File: src/rtl/kinase_valve_sequencer_if.sv
// Host-side command/status bundle and chip control-pad outputs of the kinase valve sequencer.
interface kinase_valve_sequencer_if;
  logic        start;
  logic [1:0]  in_sel;
  logic [1:0]  out_sel;
  logic        abort;
  logic        busy;
  logic        done;
  logic        err;
  logic [2:0]  state;
  logic [12:0] pad_ctrl_a;
  logic [3:0]  pad_ctrl_s;
  logic [2:0]  pad_pump_a;
  logic [1:0]  pad_pump_b;

  modport master (
    output start, in_sel, out_sel, abort,
    input  busy, done, err, state, pad_ctrl_a, pad_ctrl_s, pad_pump_a, pad_pump_b
  );

  modport slave (
    input  start, in_sel, out_sel, abort,
    output busy, done, err, state, pad_ctrl_a, pad_ctrl_s, pad_pump_a, pad_pump_b
  );
endinterface

File: src/rtl/kinase_valve_sequencer.sv
// Fill/mix/incubate/drain valve sequencer for the kinase-activity chip (1 = closed, 0 = open).
// Optional PURGE stage after DRAIN is built when KINASE_SEQ_PURGE_EN is defined.
//
// state | meaning
// IDLE  | all closed, waiting for start
// FILL  | inlet[in_sel] + ring[0] open, pump_a strokes
// MIX   | ring + sieves open, pump_b strokes
// INCUB | all closed, timed wait
// DRAIN | ring[3] + outlet[out_sel] open, pump_a strokes
// DONE  | all closed, one-cycle done pulse
// SAFE  | all closed after abort, then IDLE
// PURGE | waste + ring open, pump_a strokes
module kinase_valve_sequencer #(
  parameter int PHASE_TICKS   = 4,
  parameter int FILL_STROKES  = 8,
  parameter int MIX_STROKES   = 16,
  parameter int INCUB_TICKS   = 64,
  parameter int DRAIN_STROKES = 8,
  parameter int CNT_W         = 16
) (
  input  logic                     clk,
  input  logic                     rst,
  kinase_valve_sequencer_if.slave  bus
);

  typedef enum logic [2:0] {
    S_IDLE  = 3'd0,
    S_FILL  = 3'd1,
    S_MIX   = 3'd2,
    S_INCUB = 3'd3,
    S_DRAIN = 3'd4,
    S_DONE  = 3'd5,
    S_SAFE  = 3'd6,
    S_PURGE = 3'd7
  } state_t;

  localparam logic [CNT_W-1:0] PT_LAST = CNT_W'(PHASE_TICKS - 1);
  localparam logic [CNT_W-1:0] FS_LAST = CNT_W'(FILL_STROKES - 1);
  localparam logic [CNT_W-1:0] MS_LAST = CNT_W'(MIX_STROKES - 1);
  localparam logic [CNT_W-1:0] IT_LAST = CNT_W'(INCUB_TICKS - 1);
  localparam logic [CNT_W-1:0] DS_LAST = CNT_W'(DRAIN_STROKES - 1);

  state_t            state_q, state_d;
  logic [CNT_W-1:0]  tick_q, stroke_q, stroke_lim;
  logic [2:0]        phase_q;
  logic [1:0]        in_q, out_q;
  logic              err_q;
  logic              accept, reject, tick_last, phase_last, stroke_end, incub_end;

  assign accept = (state_q == S_IDLE) && bus.start && (bus.in_sel != 2'd3);
  assign reject = (state_q == S_IDLE) && bus.start && (bus.in_sel == 2'd3);

  always_comb begin
    stroke_lim = '0;
    case (state_q)
      S_FILL:  stroke_lim = FS_LAST;
      S_MIX:   stroke_lim = MS_LAST;
      S_DRAIN: stroke_lim = DS_LAST;
      S_PURGE: stroke_lim = FS_LAST;
      default: stroke_lim = '0;
    endcase
  end

  // pump_b strokes are two phases long, pump_a strokes six
  assign tick_last  = (tick_q == PT_LAST);
  assign phase_last = (phase_q == ((state_q == S_MIX) ? 3'd1 : 3'd5));
  assign stroke_end = tick_last && phase_last && (stroke_q == stroke_lim);
  assign incub_end  = (tick_q == IT_LAST);

  always_comb begin
    state_d = state_q;
    case (state_q)
      S_IDLE:  if (accept) state_d = S_FILL;
      S_FILL:  if (stroke_end) state_d = S_MIX;
      S_MIX:   if (stroke_end) state_d = S_INCUB;
      S_INCUB: if (incub_end) state_d = S_DRAIN;
`ifdef KINASE_SEQ_PURGE_EN
      S_DRAIN: if (stroke_end) state_d = S_PURGE;
      S_PURGE: if (stroke_end) state_d = S_DONE;
`else
      S_DRAIN: if (stroke_end) state_d = S_DONE;
`endif
      S_DONE:  state_d = S_IDLE;
      S_SAFE:  state_d = S_IDLE;
      default: state_d = S_IDLE;
    endcase
    if (bus.abort && (state_q inside {S_FILL, S_MIX, S_INCUB, S_DRAIN, S_PURGE}))
      state_d = S_SAFE;
  end

  always_ff @(posedge clk) begin
    if (rst) begin
      state_q  <= S_IDLE;
      tick_q   <= '0;
      phase_q  <= '0;
      stroke_q <= '0;
      in_q     <= '0;
      out_q    <= '0;
      err_q    <= 1'b0;
    end else begin
      state_q <= state_d;
      // every state entry restarts the pump pattern from phase 0
      if ((state_d != state_q) || (state_q inside {S_IDLE, S_DONE, S_SAFE})) begin
        tick_q   <= '0;
        phase_q  <= '0;
        stroke_q <= '0;
      end else if (state_q == S_INCUB) begin
        tick_q <= tick_q + 1'b1;
      end else if (tick_last) begin
        tick_q <= '0;
        if (phase_last) begin
          phase_q  <= '0;
          stroke_q <= stroke_q + 1'b1;
        end else begin
          phase_q <= phase_q + 3'd1;
        end
      end else begin
        tick_q <= tick_q + 1'b1;
      end

      if (accept) begin
        in_q  <= bus.in_sel;
        out_q <= bus.out_sel;
        err_q <= 1'b0;
      end else begin
        if (reject) err_q <= 1'b1;
        if (state_q inside {S_IDLE, S_SAFE}) begin
          in_q  <= '0;
          out_q <= '0;
        end
      end
    end
  end

  logic [12:0] ctrl_a;
  logic [3:0]  ctrl_s;
  logic [2:0]  pump_a, pat_a;
  logic [1:0]  pump_b;

  always_comb begin
    case (phase_q)
      3'd0:    pat_a = 3'b011;
      3'd1:    pat_a = 3'b001;
      3'd2:    pat_a = 3'b101;
      3'd3:    pat_a = 3'b100;
      3'd4:    pat_a = 3'b110;
      3'd5:    pat_a = 3'b010;
      default: pat_a = 3'b111;
    endcase
  end

  always_comb begin
    ctrl_a = 13'h1FFF;
    ctrl_s = 4'hF;
    pump_a = 3'b111;
    pump_b = 2'b11;
    case (state_q)
      S_FILL: begin
        ctrl_a[{2'b00, in_q}] = 1'b0;
        ctrl_a[7]             = 1'b0;
        pump_a                = pat_a;
      end
      S_MIX: begin
        ctrl_a[10:7] = 4'h0;
        ctrl_s       = 4'h0;
        pump_b       = phase_q[0] ? 2'b01 : 2'b10;
      end
      S_DRAIN: begin
        ctrl_a[10]                   = 1'b0;
        ctrl_a[4'd3 + {2'b00, out_q}] = 1'b0;
        pump_a                       = pat_a;
      end
`ifdef KINASE_SEQ_PURGE_EN
      S_PURGE: begin
        ctrl_a[12:7] = 6'h00;
        pump_a       = pat_a;
      end
`endif
      default: ;
    endcase
  end

  assign bus.pad_ctrl_a = ctrl_a;
  assign bus.pad_ctrl_s = ctrl_s;
  assign bus.pad_pump_a = pump_a;
  assign bus.pad_pump_b = pump_b;
  assign bus.busy       = (state_q != S_IDLE);
  assign bus.done       = (state_q == S_DONE);
  assign bus.err        = err_q;
  assign bus.state      = state_q;

endmodule

File: src/flat_wrapper.sv
// flat-port wrapper written by rule: the top's interface ports become plain ports
module kinase_valve_sequencer_flat 
#(
  parameter int PHASE_TICKS   = 4,
  parameter int FILL_STROKES  = 8,
  parameter int MIX_STROKES   = 16,
  parameter int INCUB_TICKS   = 64,
  parameter int DRAIN_STROKES = 8,
  parameter int CNT_W         = 16
)
  (clk, rst, bus_start, bus_in_sel, bus_out_sel, bus_abort, bus_busy, bus_done, bus_err, bus_state, bus_pad_ctrl_a, bus_pad_ctrl_s, bus_pad_pump_a, bus_pad_pump_b);
  kinase_valve_sequencer_if bus_i ();
  input  logic clk;
  input  logic rst;
  input wire logic [$bits(bus_i.start)-1:0] bus_start;
  input wire logic [$bits(bus_i.in_sel)-1:0] bus_in_sel;
  input wire logic [$bits(bus_i.out_sel)-1:0] bus_out_sel;
  input wire logic [$bits(bus_i.abort)-1:0] bus_abort;
  output wire logic [$bits(bus_i.busy)-1:0] bus_busy;
  output wire logic [$bits(bus_i.done)-1:0] bus_done;
  output wire logic [$bits(bus_i.err)-1:0] bus_err;
  output wire logic [$bits(bus_i.state)-1:0] bus_state;
  output wire logic [$bits(bus_i.pad_ctrl_a)-1:0] bus_pad_ctrl_a;
  output wire logic [$bits(bus_i.pad_ctrl_s)-1:0] bus_pad_ctrl_s;
  output wire logic [$bits(bus_i.pad_pump_a)-1:0] bus_pad_pump_a;
  output wire logic [$bits(bus_i.pad_pump_b)-1:0] bus_pad_pump_b;
  assign bus_i.start = bus_start;
  assign bus_i.in_sel = bus_in_sel;
  assign bus_i.out_sel = bus_out_sel;
  assign bus_i.abort = bus_abort;
  assign bus_busy = bus_i.busy;
  assign bus_done = bus_i.done;
  assign bus_err = bus_i.err;
  assign bus_state = bus_i.state;
  assign bus_pad_ctrl_a = bus_i.pad_ctrl_a;
  assign bus_pad_ctrl_s = bus_i.pad_ctrl_s;
  assign bus_pad_pump_a = bus_i.pad_pump_a;
  assign bus_pad_pump_b = bus_i.pad_pump_b;
  kinase_valve_sequencer #(.PHASE_TICKS(PHASE_TICKS), .FILL_STROKES(FILL_STROKES), .MIX_STROKES(MIX_STROKES), .INCUB_TICKS(INCUB_TICKS), .DRAIN_STROKES(DRAIN_STROKES), .CNT_W(CNT_W)) u_core (.clk(clk), .rst(rst), .bus(bus_i));
endmodule
File: config.mk
export PLATFORM = sky130hd
export DESIGN_NAME = kinase_valve_sequencer_flat
export DESIGN_NICKNAME = d
export VERILOG_FILES = /design/src/rtl/kinase_valve_sequencer_if.sv /design/src/rtl/kinase_valve_sequencer.sv /design/src/flat_wrapper.sv
export SDC_FILE = /design/constraint.sdc
export NUM_CORES = 1
export LEC_CHECK = 0
export ABC_AREA = 0
export BUFFER_PORTS_ARGS = -buffer_cell sky130_fd_sc_hd__buf_4
export CORE_MARGIN = 3
export CORE_UTILIZATION = 50
export DETAILED_ROUTE_END_ITERATION = 8
export MAX_ROUTING_LAYER = met4
export PLACE_DENSITY = 0.71
export SLEW_MARGIN = 20
export SYNTH_ARGS = -nofsm -noshare
export SYNTH_HDL_FRONTEND = slang
export SYNTH_SLANG_ARGS = --single-unit
File: constraint.sdc
create_clock -name clk -period 2.4 [get_ports clk]
set_clock_uncertainty 0.05 [all_clocks]
set_input_delay 0.24 -clock clk [delete_from_list [all_inputs] [get_ports clk]]
set_output_delay 0.24 -clock clk [all_outputs]
set_load 0.01 [all_outputs]
=== After elaboration in Yosys (flattened, before gate mapping) ===
Cells that the tools add are included.

* Memories: 0
* Register bits: 43
* RAM bits: 0
* Input bits: 8
* Word-level logic and storage cells: 86
* Bits in read-only memories: 0
* Bits in latches: 0

* Shift-type cells: 0
* Bitwise gates (word level): 3
* Muxes and demuxes: 27
* $add $sub $neg: 4
* Divide/modulo/power cells: 0
* Reduce and logical (&&, ||, !) cells: 22
* Multipliers: 0
* Magnitude comparators: 4
* Equality and inequality tests: 19

{| class="wikitable"
|+ Operator list
! operator !! number
|-
| adder 16 x 1 -> 16 bit (second input constant) || 2
|-
| two-way mux 16 bit || 2
|-
| two-way mux 3 bit || 9
|-
| == test 3 bit (second input constant) || 6
|-
| case mux 3 bit (6 select lines) || 1
|-
| == test 16 x 2 -> 1 bit (second input constant) || 1
|-
| == test 16 x 4 -> 1 bit || 1
|-
| == test 16 x 6 -> 1 bit (second input constant) || 1
|-
| case mux 3 bit (5 select lines) || 1
|-
| case mux 7 bit (2 select lines) || 1
|-
| NOT 4 -> 13 bit || 1
|-
| == test 3 x 2 -> 1 bit (second input constant) || 4
|-
| NOT 12 bit || 1
|-
| case mux 4 bit (3 select lines) || 1
|-
| two-way mux 2 bit || 5
|-
| logical AND 1 bit || 8
|-
| case mux 4 bit (2 select lines) || 1
|-
| == test 3 x 1 -> 1 bit (second input constant) || 2
|-
| logical NOT 3 bit || 2
|-
| nonzero test 3 bit || 2
|-
| OR reduction 2 bit || 3
|-
| < comparator 2 x 5 -> 1 bit (second input constant) || 1
|-
| < comparator 4 x 5 -> 1 bit (second input constant) || 1
|-
| nonzero test 5 bit || 1
|-
| other kinds (19) || 21
|}

=== Depth between registers and ports, before layout ===
Gate-level depths: netlist of run 1.

* Depth in word-level cells: 11
* Mapped depth: 8

=== Worst setup path after synthesis of run 1 ===
No wires, ideal clock.

* Path type: flip-flop to flip-flop
* From: reg u_core.state_q[1] (netlist: u_core.bus.state[1])
* To: reg u_core.phase_q[2]
* Cell stages (with the launch flop): 9
* Clock period less this slack: 2.276 ns
* Setup time: 0.132 ns
* Data arrival time: 2.095 ns
* Slack: 0.124 ns
* Cells stage by stage: dfxtp_1 -> buf_2 -> or3b_1 -> buf_2 -> mux2i_1 -> nand4bb_1 -> a2111oi_4 -> buf_2 -> nor3_1

* Longest elaborated chain between the ends: 11
* Elaborated cells between the ends (all ways): 33
* Those cells by class: 10 x eq/ne; 10 x mux; 1 x bitwise; 12 x reduce/logical

{| class="wikitable"
|+ Ends and longest elaborated chain
! element !! RTL line !! text
|-
| start, declared || kinase_valve_sequencer.sv:43 || <nowiki>state_t state_q, state_d;</nowiki>
|-
| start signal, assigned || kinase_valve_sequencer.sv:101 || <nowiki>state_q <= state_d;</nowiki>
|-
| == test 3 bit (tied with other cells) || kinase_valve_sequencer.sv:55, kinase_valve_sequencer.sv:87 ||
|-
| OR reduction 3 bit (no source line) or two-way mux 3 bit (tied branches) || -- ||
|-
| case mux 4 bit (2 select lines) or == test 3 bit (tied branches) || kinase_valve_sequencer.sv:55, kinase_valve_sequencer.sv:66 ||
|-
| == test 16 x 4 -> 1 bit or logical AND 1 bit (tied branches) || kinase_valve_sequencer.sv:67 || <nowiki>assign stroke_end = tick_last && phase_last && (stroke_q == stroke_lim);</nowiki>
|-
| logical AND 1 bit || kinase_valve_sequencer.sv:67 ||
|-
| two-way mux 3 bit, on equally long branches || kinase_valve_sequencer.sv:81, kinase_valve_sequencer.sv:74, kinase_valve_sequencer.sv:75 ||
|-
| case mux 3 bit (5 select lines) || kinase_valve_sequencer.sv:72 || <nowiki>case (state_q)</nowiki>
|-
| two-way mux 3 bit || kinase_valve_sequencer.sv:87 || <nowiki>if (bus.abort && (state_q inside {S_FILL, S_MIX, S_INCUB, S_DRAIN, S_PURGE}))</nowiki>
|-
| != test 3 bit || kinase_valve_sequencer.sv:103 || <nowiki>if ((state_d != state_q) || (state_q inside {S_IDLE, S_DONE, S_SAFE})) begin</nowiki>
|-
| logical OR 1 bit || kinase_valve_sequencer.sv:103 ||
|-
| OR reduction 2 bit (no source line) || -- ||
|-
| end signal, assigned || kinase_valve_sequencer.sv:115 || <nowiki>phase_q <= phase_q + 3'd1;</nowiki>
|-
| end, declared || kinase_valve_sequencer.sv:45 || <nowiki>logic [2:0] phase_q;</nowiki>
|}

Several ways; a longest one is shown, not always the timed one.
A chain may end at the register's enable or synchronous reset.

=== Final worst setup path of run 1 ===
* From: reg u_core.state_q[1] (netlist: u_core.bus.state[1])
* To: reg u_core.state_q[0] (netlist: u_core.bus.state[0])

* Longest elaborated chain between the ends: 8
* Elaborated cells between the ends (all ways): 23
* Those cells by class: 7 x eq/ne; 8 x mux; 8 x reduce/logical

{| class="wikitable"
|+ Ends and longest elaborated chain
! element !! RTL line
|-
| == test 3 bit (tied with other cells) || kinase_valve_sequencer.sv:55, kinase_valve_sequencer.sv:87
|-
| OR reduction 3 bit (no source line) or two-way mux 3 bit (tied branches) || --
|-
| case mux 4 bit (2 select lines) or == test 3 bit (tied branches) || kinase_valve_sequencer.sv:55, kinase_valve_sequencer.sv:66
|-
| == test 16 x 4 -> 1 bit or logical AND 1 bit (tied branches) || kinase_valve_sequencer.sv:67
|-
| logical AND 1 bit || kinase_valve_sequencer.sv:67
|-
| two-way mux 3 bit, on equally long branches || kinase_valve_sequencer.sv:81, kinase_valve_sequencer.sv:74, kinase_valve_sequencer.sv:75
|-
| case mux 3 bit (5 select lines) || kinase_valve_sequencer.sv:72
|-
| two-way mux 3 bit * || kinase_valve_sequencer.sv:87
|}

Mark *: on every way between the ends. The rest lies on a longest branch, timed or not.

==> metrics.yaml, run 1 <==
ir_drop_v: 0.000366
grt_max_degree: 36
cpLargestDelayFamily: "compound AO/OA/AOI/OAI gates"
fp-row-count: 26
nFillCells: 475
hold_violations: 0
clock_sinks: 43
fin_cells: 439
drive_gt1_frac: 0.190
fin_crit_ns: 2.16
rsz0062_at_grt: "false"
placed_area_mm2: 0.00310
synth_top_cell_area_share: 0.308
yosys.area.top_type: "dfxtp_1"
grt_overflow: 0
fmaxAchievable_ghz: 0.463
layout_commonest_cell: "buf_4"
n_antenna_cell: 0
hold_class: "in -> reg"
clock-root-buffer: "clkbuf_8"
numCtsBuffers: 5
relSlewSlack: 0.665
hold_buffers: 0
syn_area_per_cell_um2: 8.17
final_antenna_net_count: 0
seq_area_frac_synth: 0.308
netlist_instances: 342
crit_path_max_fanout: 6
cts_buffer_depth: 2
crit_path_start_kind: "flop"
final_cell_mix: "buf_4, dfxtp_1, nor3_1, xnor2_1, nor4_1"
final_util: 0.611
tritoncts: "yes"
core_area_mm2: 0.00527
ys.flop_type: "dfxtp_1"
cts.clk_slew.worst_paths_ns: 0.08
die_y_um: 80.8
io_buffers: 33
worst-path-buf-inv: 0
p_per_area_mw_per_mm2: 724
fin_setup_tns_ns: 0
grtUsageTotal: 0.214
cap_violations: 0
antenna_found_initial: 0
clk_latency_ns: 0.29
setup_violations: 0
vias_per_cell: 5.90
grt_pass1_vias: 2321
slowest_stage: "a2111oi_1"
die_x_um: 80.8
min-delay-start: "bus_out_sel[0]"
avgRoutedWirePerCell_um: 14.4
io_pins: 36
pre_cts_slack_ns: 0.155
hpwl_um: 4560
cts_setup_buffers: 0
dieArea_mm2: 0.00652
nNetsFinal: 385
maxSlewViolCount: 0
cpPeakStageDelay_ns: 0.51
path_class: "reg -> reg"
status: "completed"
timing.rr.start: "u_core.bus.state[1]$_SDFF_PP0_"
cp-startpoint: "u_core.bus.state[1]$_SDFF_PP0_"
dr.first_iter.drc_count: 163
finalCritPeriodShare: 0.899
route.detailed.drc: 0
postSynth.asyncResetShare: 0
endpoint_kind: "flop"
worst_slew_pin_slew_ns: 0.493
worst_slack_ns: 0.242
synth_seq_cells: 43
gp_congestion: 0.902
p_leak_nw: 1.11
crit_required_ns: 2.54
synth.area.top_cells: "dfxtp_1, xnor2_1, nor3_1, nor4_1, ha_1"
netlist_area_mm2: 0.00279
critical_path.cell_chain: "or3b_1 > mux2i_1 > a2111oi_1 > nand2_1 > a31o_1"
grt_pass1_wl_um: 10900
cts.htree.levels: 2
areaGrowthSynthToFinish_pct: 15.3
placedCellCount: 431
yosysWarnings: 0
vias: 2590
yosysUniqueCellTypes: 59
synth_edf_count: 0
final_area_mm2: 0.00322
finalWirelength_um: 6300
worstPathArrival_ns: 2.30
dr.pass1.iters: 5
initial_utilization: 0.530
worst register-to-register path: cells and delay by family (launching register included):
kind               cells  cell delay, ns
DFF                    1            0.47
AOI/OAI and AO/OA      2            0.75
and+or+nand+nor        2            0.63
muxes                  1            0.17
stage by stage:
stage	hold WS (ns)	power, mW
floorplan	0.316	1.41
global placement	0.413	1.76
detailed placement	0.413	1.77
CTS	0.109	2.35
global route	0.107	2.49
finish	0.112	2.33
power by group:
part | total [mW] | leakage [nW] | internal, mW | switching [mW]
clock | 0.577 | 0.0612 | 0.337 | 0.240
sequential | 0.801 | 0.347 | 0.752 | 0.0487
combinational | 0.953 | 0.700 | 0.421 | 0.532
state kept, by name (all words and copies together) (netlist names):
signal,count
u_core.bus.err,1
u_core.bus.state,3
u_core.in_q,2
u_core.out_q,2
u_core.phase_q,3
u_core.stroke_q,16
u_core.tick_q,16
path summary, 6_finish.rpt:
check                                                 endpoint  slack (ns)  cells past startpoint
worst min-delay path              u_core.out_q[0]$_SDFFE_PP0P_        0.11                      2
worst max register to register  u_core.bus.state[0]$_SDFF_PP0_        0.24                      5
worst min register to register     u_core.tick_q[0]$_SDFF_PP0_        0.44                      1
worst max-delay path            u_core.bus.state[0]$_SDFF_PP0_        0.24                      5
cell usage after synthesis, drive strengths merged (4+ instances only):
cell / number
nand2b: 4
nor3: 39
and4: 5
nor3b: 5
xnor2: 24
a22o: 5
nor2: 16
buf: 19
xor2: 8
nor4: 24
nand2: 21
a21oi: 5
o21ai: 12
mux2i: 5
and3: 10
dfxtp: 43
nand3: 14
inv: 12
ha: 9
o31ai: 4
and2: 5
nand4: 12
clkbuf: 12
cell families after synthesis:
logic type,count (synthesis),synth area share
multiplexers,5,0.0179
adder cells (fa/ha/maj),9,0.0403
buffers and inverters,43,0.0766
AND/OR/NAND/NOR,168,0.346
XOR/XNOR,32,0.100
flip-flops,43,0.308
AO/OA/AOI/OAI,41,0.110
other,1,0.00134
timing repair:
action,in CTS,in global routing
setup endpoints to repair,0,10
gates resized for setup,0,2
hold endpoints to repair,0,0
layout make-up:
class | count | area, um2 | area share
multi-input cells | 257 | 1730 | 0.537
flip-flops and latches | 43 | 861 | 0.267
repair buffers | 49 | 380 | 0.118
clock buffers | 6 | 82.6 | 0.0256
well taps | 70 | 87.6 | 0.0272
clock inverters | 2 | 35.0 | 0.0109
inverters | 12 | 45.0 | 0.0140
per-layer routing:
metal	global-route usage	up-vias	routed length [um]
met1	0.304	1215	3130
met3	0.0377	6	400
met5	-	-	0
met4	0.0574	0	63
li1	-	1292	-
met2	0.313	77	2710
No activity file was read; power rests on OpenSTA's default activity.
==> inputs of run 2 (changes only) <==
Settings changed: ABC_AREA 0 to 1, CAP_MARGIN set to 20, PLACE_DENSITY 0.71 to 0.7.
==> metrics.yaml, run 2 <==
drive_gt1_frac: 0.247  # +0.0574
grtUsageTotal: 0.179  # -0.0349
worstPathArrival_ns: 2.33  # +0.03 ns
final_antenna_net_count: 0  # unchanged
r2r_cells: 14  # +9
crit_path_max_fanout: 6  # unchanged
timing.hold.ws_ns: 0.0830  # -0.0289 ns
endpoint_kind: "flop"
io_pins: 36  # unchanged
fp-row-count: 26  # unchanged
worst_slack_ns: 0.211  # -0.0308 ns
syn_area_per_cell_um2: 7.37  # -9.8%
yosys.area.top_type: "dfxtp_1"
power.internal_mw: 1.63  # +8.2%
timing.rr.start: "u_core.tick_q[0]$_SDFF_PP0_"
initial_utilization: 0.537  # +0.00642
cts.htree.levels: 2  # unchanged
crit_path_start_kind: "flop"
synth.most_common_cell: "nand2_1"
grt_pass1_wl_um: 9090  # -17%
yosysWarnings: 0  # unchanged
yosysUniqueCellTypes: 35  # -41%
antenna_found_initial: 0  # unchanged
p_clk_frac: 0.219  # -0.029
synth_seq_cells: 43  # unchanged
route.detailed.drc: 0  # unchanged
swShare: 0.408  # +0.0558
grt_overflow: 0  # unchanged
crit_required_ns: 2.55  # about the same
cp-startpoint: "u_core.tick_q[0]$_SDFF_PP0_"
synth_edf_count: 0  # unchanged
cts_setup_buffers: 0  # unchanged
core_area_mm2: 0.00530  # +0.62%
crit_path_end: "u_core.stroke_q[13]$_SDFFE_PP0P_"
dr.first_iter.drc_count: 88  # -46%
reg_top3: "u_core.stroke_q (16), u_core.tick_q (16)"
placed_area_mm2: 0.00318  # +2.7%
cts.clk_slew.worst_paths_ns: 0.09  # about the same
r2r_slack_ns: 0.21  # -0.03 ns
dr.pass1.iters: 4  # -1
nNetsFinal: 441  # +15%
rsz0062_at_grt: "true"
hpwl_um: 4080  # -10%
clock-root-buffer: "clkbuf_8"
layout_commonest_cell: "nand2_1"
dieArea_mm2: 0.00663  # +1.7%
maxSlewViolCount: 0  # unchanged
synth.area.top_cells: "dfxtp_1, nor2_4, nand2_1, inv_1, nor2_1"
tritoncts: "yes"
hold_violations: 0  # unchanged
seq_area_frac_synth: 0.303  # -0.00556
fin_crit_ns: 2.19  # +0.0308 ns
hold_class: "in -> reg"
power_frac_seq: 0.294  # -0.050
vias: 2360  # -8.9%
p_per_area_mw_per_mm2: 829  # +15%
ir_drop_v: 0.000602  # +65%
status: "completed"
p_leak_nw: 1.29  # +16%
final_cell_mix: "nand2_1, inv_1, dfxtp_1, nor2_1, buf_4"
clock_sinks: 43  # unchanged
fmaxAchievable_ghz: 0.457  # -1.4%
vias_per_cell: 4.77  # -19%
die_y_um: 81.4  # +0.85%
n_antenna_cell: 0  # unchanged
path_class: "reg -> reg"
pwr-share-comb: 0.488  # +0.079
p_sw_mw: 1.13  # +37%
netlist_instances: 386  # +13%
die_x_um: 81.4  # +0.85%
gp_congestion: 0.860  # -4.7%
hold_buffers: 0  # unchanged
synth_top_cell_area_share: 0.303  # -0.00556
synth_common_cells: "nand2_1, inv_1, dfxtp_1"
ys.flop_type: "dfxtp_1"
numCtsBuffers: 5  # unchanged
finalWirelength_um: 5360  # -15%
cap_violations: 0  # unchanged
final_area_mm2: 0.00333  # +3.4%
grt_pass1_vias: 2157  # -7.1%
netlist_area_mm2: 0.00285  # +1.8%
finalCritPeriodShare: 0.912  # +0.0128
grt_max_degree: 15  # -58%
r2r-end: "u_core.stroke_q[13]$_SDFFE_PP0P_"
pre_cts_slack_ns: 0.115  # -0.0404 ns
clk_latency_ns: 0.30  # about the same
areaGrowthSynthToFinish_pct: 17.0
setup_violations: 0  # unchanged
io_buffers: 33  # unchanged
postSynth.asyncResetShare: 0  # unchanged
avgRoutedWirePerCell_um: 10.8  # -25%
cts_buffer_depth: 2  # unchanged
[run 2: cell count changes in the layout (fill, tap and decap cells not counted), sizes merged, moves of 7 or more]
cell / previous run / this run
nand3: 14 / 27
nor3: 39 / 7
buf: 49 / 40
nor4: 24 / 3
inv: 12 / 59
nand2: 21 / 88
xor2: 8 / 17
nand4: 12 / 5
and3: 10 / 0
xnor2: 24 / 7
nor2: 16 / 79
[run 2: power groups by stage]
| stage | clock, mW | sequential, mW | combinational [mW] |
|---|---|---|---|
| 2_1_floorplan | 0 | 0.832 | 0.883 |
| 3_3_place_gp | 0 | 0.820 | 1.33 |
| 3_5_place_dp | 0 | 0.821 | 1.34 |
| 4_1_cts | 0.625 | 0.805 | 1.35 |
| 5_1_grt | 0.649 | 0.821 | 1.48 |
| 6_report | 0.603 | 0.810 | 1.35 |
[run 2: metrics by stage]
step                 util  instances  power, mW  TNS (ns)
floorplan               -        387       1.72         0
finish              0.628        495       2.76         0
global placement    0.600        487       2.15         0
global route        0.628        495       2.95   -0.0103
detailed placement  0.600        487       2.16         0
CTS                 0.622        495       2.78         0
[run 2: critical path: stages, from the launching register on]
cell	delay, ns
dfxtp_1	0.38
ha_2	0.24
nand2_1	0.06
nor2_1	0.10
nand2_1	0.14
nor2_4	0.16
inv_2	0.08
nor2_4	0.16
nand3_2	0.12
nor2_2	0.13
nand2_1	0.11
o21ai_0	0.16
nand2_1	0.07
inv_1	0.09
nor2_4	0.04
[run 2: worst min path at each step]
stage / from / end / slack (ns) / depth (start not counted)
after floorplan: rst / u_core.bus.state[0]$_SDFF_PP0_ / 0.26 / 1
after global placement: u_core.bus.err$_SDFFE_PP0P_ / u_core.bus.err$_SDFFE_PP0P_ / 0.38 / 2
after detailed placement: u_core.bus.err$_SDFFE_PP0P_ / u_core.bus.err$_SDFFE_PP0P_ / 0.38 / 2
after CTS: rst / u_core.bus.state[0]$_SDFF_PP0_ / 0.07 / 2
after global routing: rst / u_core.bus.state[0]$_SDFF_PP0_ / 0.09 / 2
final: rst / u_core.bus.state[0]$_SDFF_PP0_ / 0.08 / 2
[run 2: metal layers]
layer	part of all wire	routed length (um)	GRT usage
met5	0	0	-
met2	0.48	2560	0.301
met4	0.013	69	0.0659
met3	0.044	234	0.0329
met1	0.47	2490	0.213
[run 2: kinds of logic (layout without fill, tap and decap cells)]
group / Yosys count / in the layout / synth area share
simple gates: 211 / 211 / 0.408
buf+inv: 68 / 106 / 0.110
fa+ha+maj: 9 / 9 / 0.0396
flops: 43 / 43 / 0.303
other cells: 1 / 2 / 0.00132
compound gates: 30 / 30 / 0.0646
xor+xnor: 24 / 24 / 0.0739
[run 2: final cells by class]
type,count,area (um2)
clock inverters,2,38.8
multi-input cells,276,1700
flip-flops and latches,43,862
well taps,70,87.6
clock buffers,6,82.6
inverters,58,218
repair buffers,40,338
fillers,499,1970
[run 2: timing repair]
item,4_1_cts,5_1_grt
endpoints found under the hold margin,0,0
gates resized for setup,0,7
endpoints found under the setup margin,0,33
==> inputs of run 3 (changes only) <==
Settings changed: GPL_TIMING_DRIVEN set to 0.
==> metrics.yaml, run 3 (synthesis gave the netlist of run 2 again) <==
die_x_um: 81.4  # unchanged
worstPathArrival_ns: 2.31  # -0.02 ns
p_sw_mw: 1.12  # about the same
final_area_mm2: 0.00340  # +2.1%
fp-row-count: 26  # unchanged
crit_path_start_kind: "flop"
layout_commonest_cell: "nand2_1"
antenna_found_initial: 0  # unchanged
route.detailed.drc: 0  # unchanged
crit_top_cell: "nand2_1"
finalWirelength_um: 5480  # +2.3%
initial_utilization: 0.537  # unchanged
cap_violations: 0  # unchanged
fin_cells: 504  # +1.8%
grt_pass1_vias: 2286  # +6.0%
power_frac_seq: 0.305  # +0.011
dr.pass1.iters: 4  # unchanged
reg_top3: "u_core.stroke_q (16), u_core.tick_q (16)"
worst-path-buf-inv: 2  # unchanged
finalCritPeriodShare: 0.905  # -0.00708
power.internal_mw: 1.58  # -3.3%
gp_congestion: 0.867  # +0.87%
crit_required_ns: 2.54  # about the same
pwr-share-comb: 0.507  # +0.019
hold_violations: 0  # unchanged
io_buffers: 33  # unchanged
nNetsFinal: 450  # +2.0%
p_leak_nw: 1.32  # +2.5%
slowest_stage: "dfxtp_2"
p_per_area_mw_per_mm2: 796  # -4.0%
final_cell_mix: "nand2_1, inv_1, buf_4, dfxtp_1, nor2_1"
clock_sinks: 43  # unchanged
critical_path.cell_chain: "inv_2 > nand3_4 > nand2_1 > nand3_4 > nor2_2 > nand3_1 > nand2_1 > nand2_1 > nand2_1 > nand2_1 > nand2_1 > nand2_2 > nand2_4 > buf_12 > nor2_4"
hpwl_um: 4250  # +4.3%
drive_gt1_frac: 0.274  # +0.0271
placed_area_mm2: 0.00318  # +0.16%
avgRoutedWirePerCell_um: 10.9  # +0.49%
hold_class: "in -> reg"
fmaxAchievable_ghz: 0.460  # +0.78%
ir_drop_v: 0.000441  # -27%
nFillCells: 480  # -3.8%
timing.hold.ws_ns: 0.0791  # -0.00394 ns
cts.htree.levels: 2  # unchanged
clock-root-buffer: "clkbuf_8"
cts_buffer_depth: 2  # unchanged
vias_per_cell: 4.81  # +0.79%
status: "completed"
grt_overflow: 0  # unchanged
cpLargestDelayFamily: "simple AND/OR/NAND/NOR gates"
grt_pass1_wl_um: 9760  # +7.4%
path_class: "reg -> reg"
grt_max_degree: 14  # -1
crit_path_max_fanout: 10  # +4
fin_crit_ns: 2.17  # -0.0170 ns
cpPeakStageDelay_ns: 0.38  # about the same
io_pins: 36  # unchanged
grtUsageTotal: 0.190  # +0.0111
maxSlewViolCount: 0  # unchanged
areaGrowthSynthToFinish_pct: 19.5
tritoncts: "yes"
p_clk_frac: 0.189  # -0.030
holdPathStages: 2  # unchanged
final_antenna_net_count: 0  # unchanged
worst-path-stages: 15  # +1
placedCellCount: 490  # +0.62%
dr.first_iter.drc_count: 129  # +47%
r2r_cells: 15  # +1
vias: 2422  # +2.6%
hold_buffers: 0  # unchanged
n_antenna_cell: 0  # unchanged
core_area_mm2: 0.00530  # unchanged
swShare: 0.416  # +0.00797
setup_violations: 0  # unchanged
clk_latency_ns: 0.29  # about the same
numCtsBuffers: 5  # unchanged
die_y_um: 81.4  # unchanged
dieArea_mm2: 0.00663  # unchanged
endpoint_kind: "flop"
cts.clk_slew.worst_paths_ns: 0.08  # about the same
-- run 3: per-layer routing --
layer | track usage | vias to the layer above | share of wire
li1 | - | 1291 | -
met1 | 0.224 | 1099 | 0.45
met2 | 0.332 | 26 | 0.50
met3 | 0.0307 | 6 | 0.035
met4 | 0.0557 | 0 | 0.012
met5 | - | - | 0
-- run 3: area by class of cell --
cell class | count | area (um2) | area share
clock buffer | 7 | 96.3 | 0.0283
inverter | 58 | 218 | 0.0640
sequential | 43 | 863 | 0.254
timing repair buffer | 39 | 293 | 0.0861
clock inverter | 1 | 7.51 | 0.00221
multi-input combinational | 276 | 1720 | 0.505
tap | 70 | 87.6 | 0.0258
buffer | 10 | 116 | 0.0342
-- run 3: power groups by stage --
| stage | Sequential, mW | Clock [mW] | Combinational, mW |
|---|---|---|---|
| after floorplan | 0.832 | 0 | 0.883 |
| after global placement | 0.830 | 0 | 1.31 |
| after detailed placement | 0.830 | 0 | 1.32 |
| after CTS | 0.814 | 0.528 | 1.33 |
| after global routing | 0.832 | 0.564 | 1.52 |
| final | 0.824 | 0.510 | 1.37 |
-- run 3: repair_timing --
action / 4_1_cts / 5_1_grt
resized for setup: 1 / 18
pin swaps: 0 / 4
setup buffers: 0 / 6
endpoints found under the setup margin: 1 / 33
-- run 3: path summary, 6_finish.rpt --
| kind | startpoint | slack, ns | to |
|---|---|---|---|
| worst max register to register | u_core.bus.state[2]$_SDFF_PP0_ | 0.23 | u_core.tick_q[11]$_SDFF_PP0_ |
| worst min-delay path | rst | 0.08 | u_core.bus.state[0]$_SDFF_PP0_ |
| worst max-delay path | u_core.bus.state[2]$_SDFF_PP0_ | 0.23 | u_core.tick_q[11]$_SDFF_PP0_ |
| worst min register to register | u_core.bus.err$_SDFFE_PP0P_ | 0.39 | u_core.bus.err$_SDFFE_PP0P_ |
-- run 3: through the flow --
step / setup TNS (ns) / setup slack [ns] / power, mW / util
2_1_floorplan: 0 / 0.325 / 1.72 / -
3_5_place_dp: 0 / 0.00195 / 2.15 / 0.601
6_report: 0 / 0.228 / 2.70 / 0.641
5_1_grt: -0.0753 / -0.0152 / 2.91 / 0.641
3_3_place_gp: 0 / 0.0259 / 2.14 / 0.601
4_1_cts: 0 / 0.0340 / 2.67 / 0.621
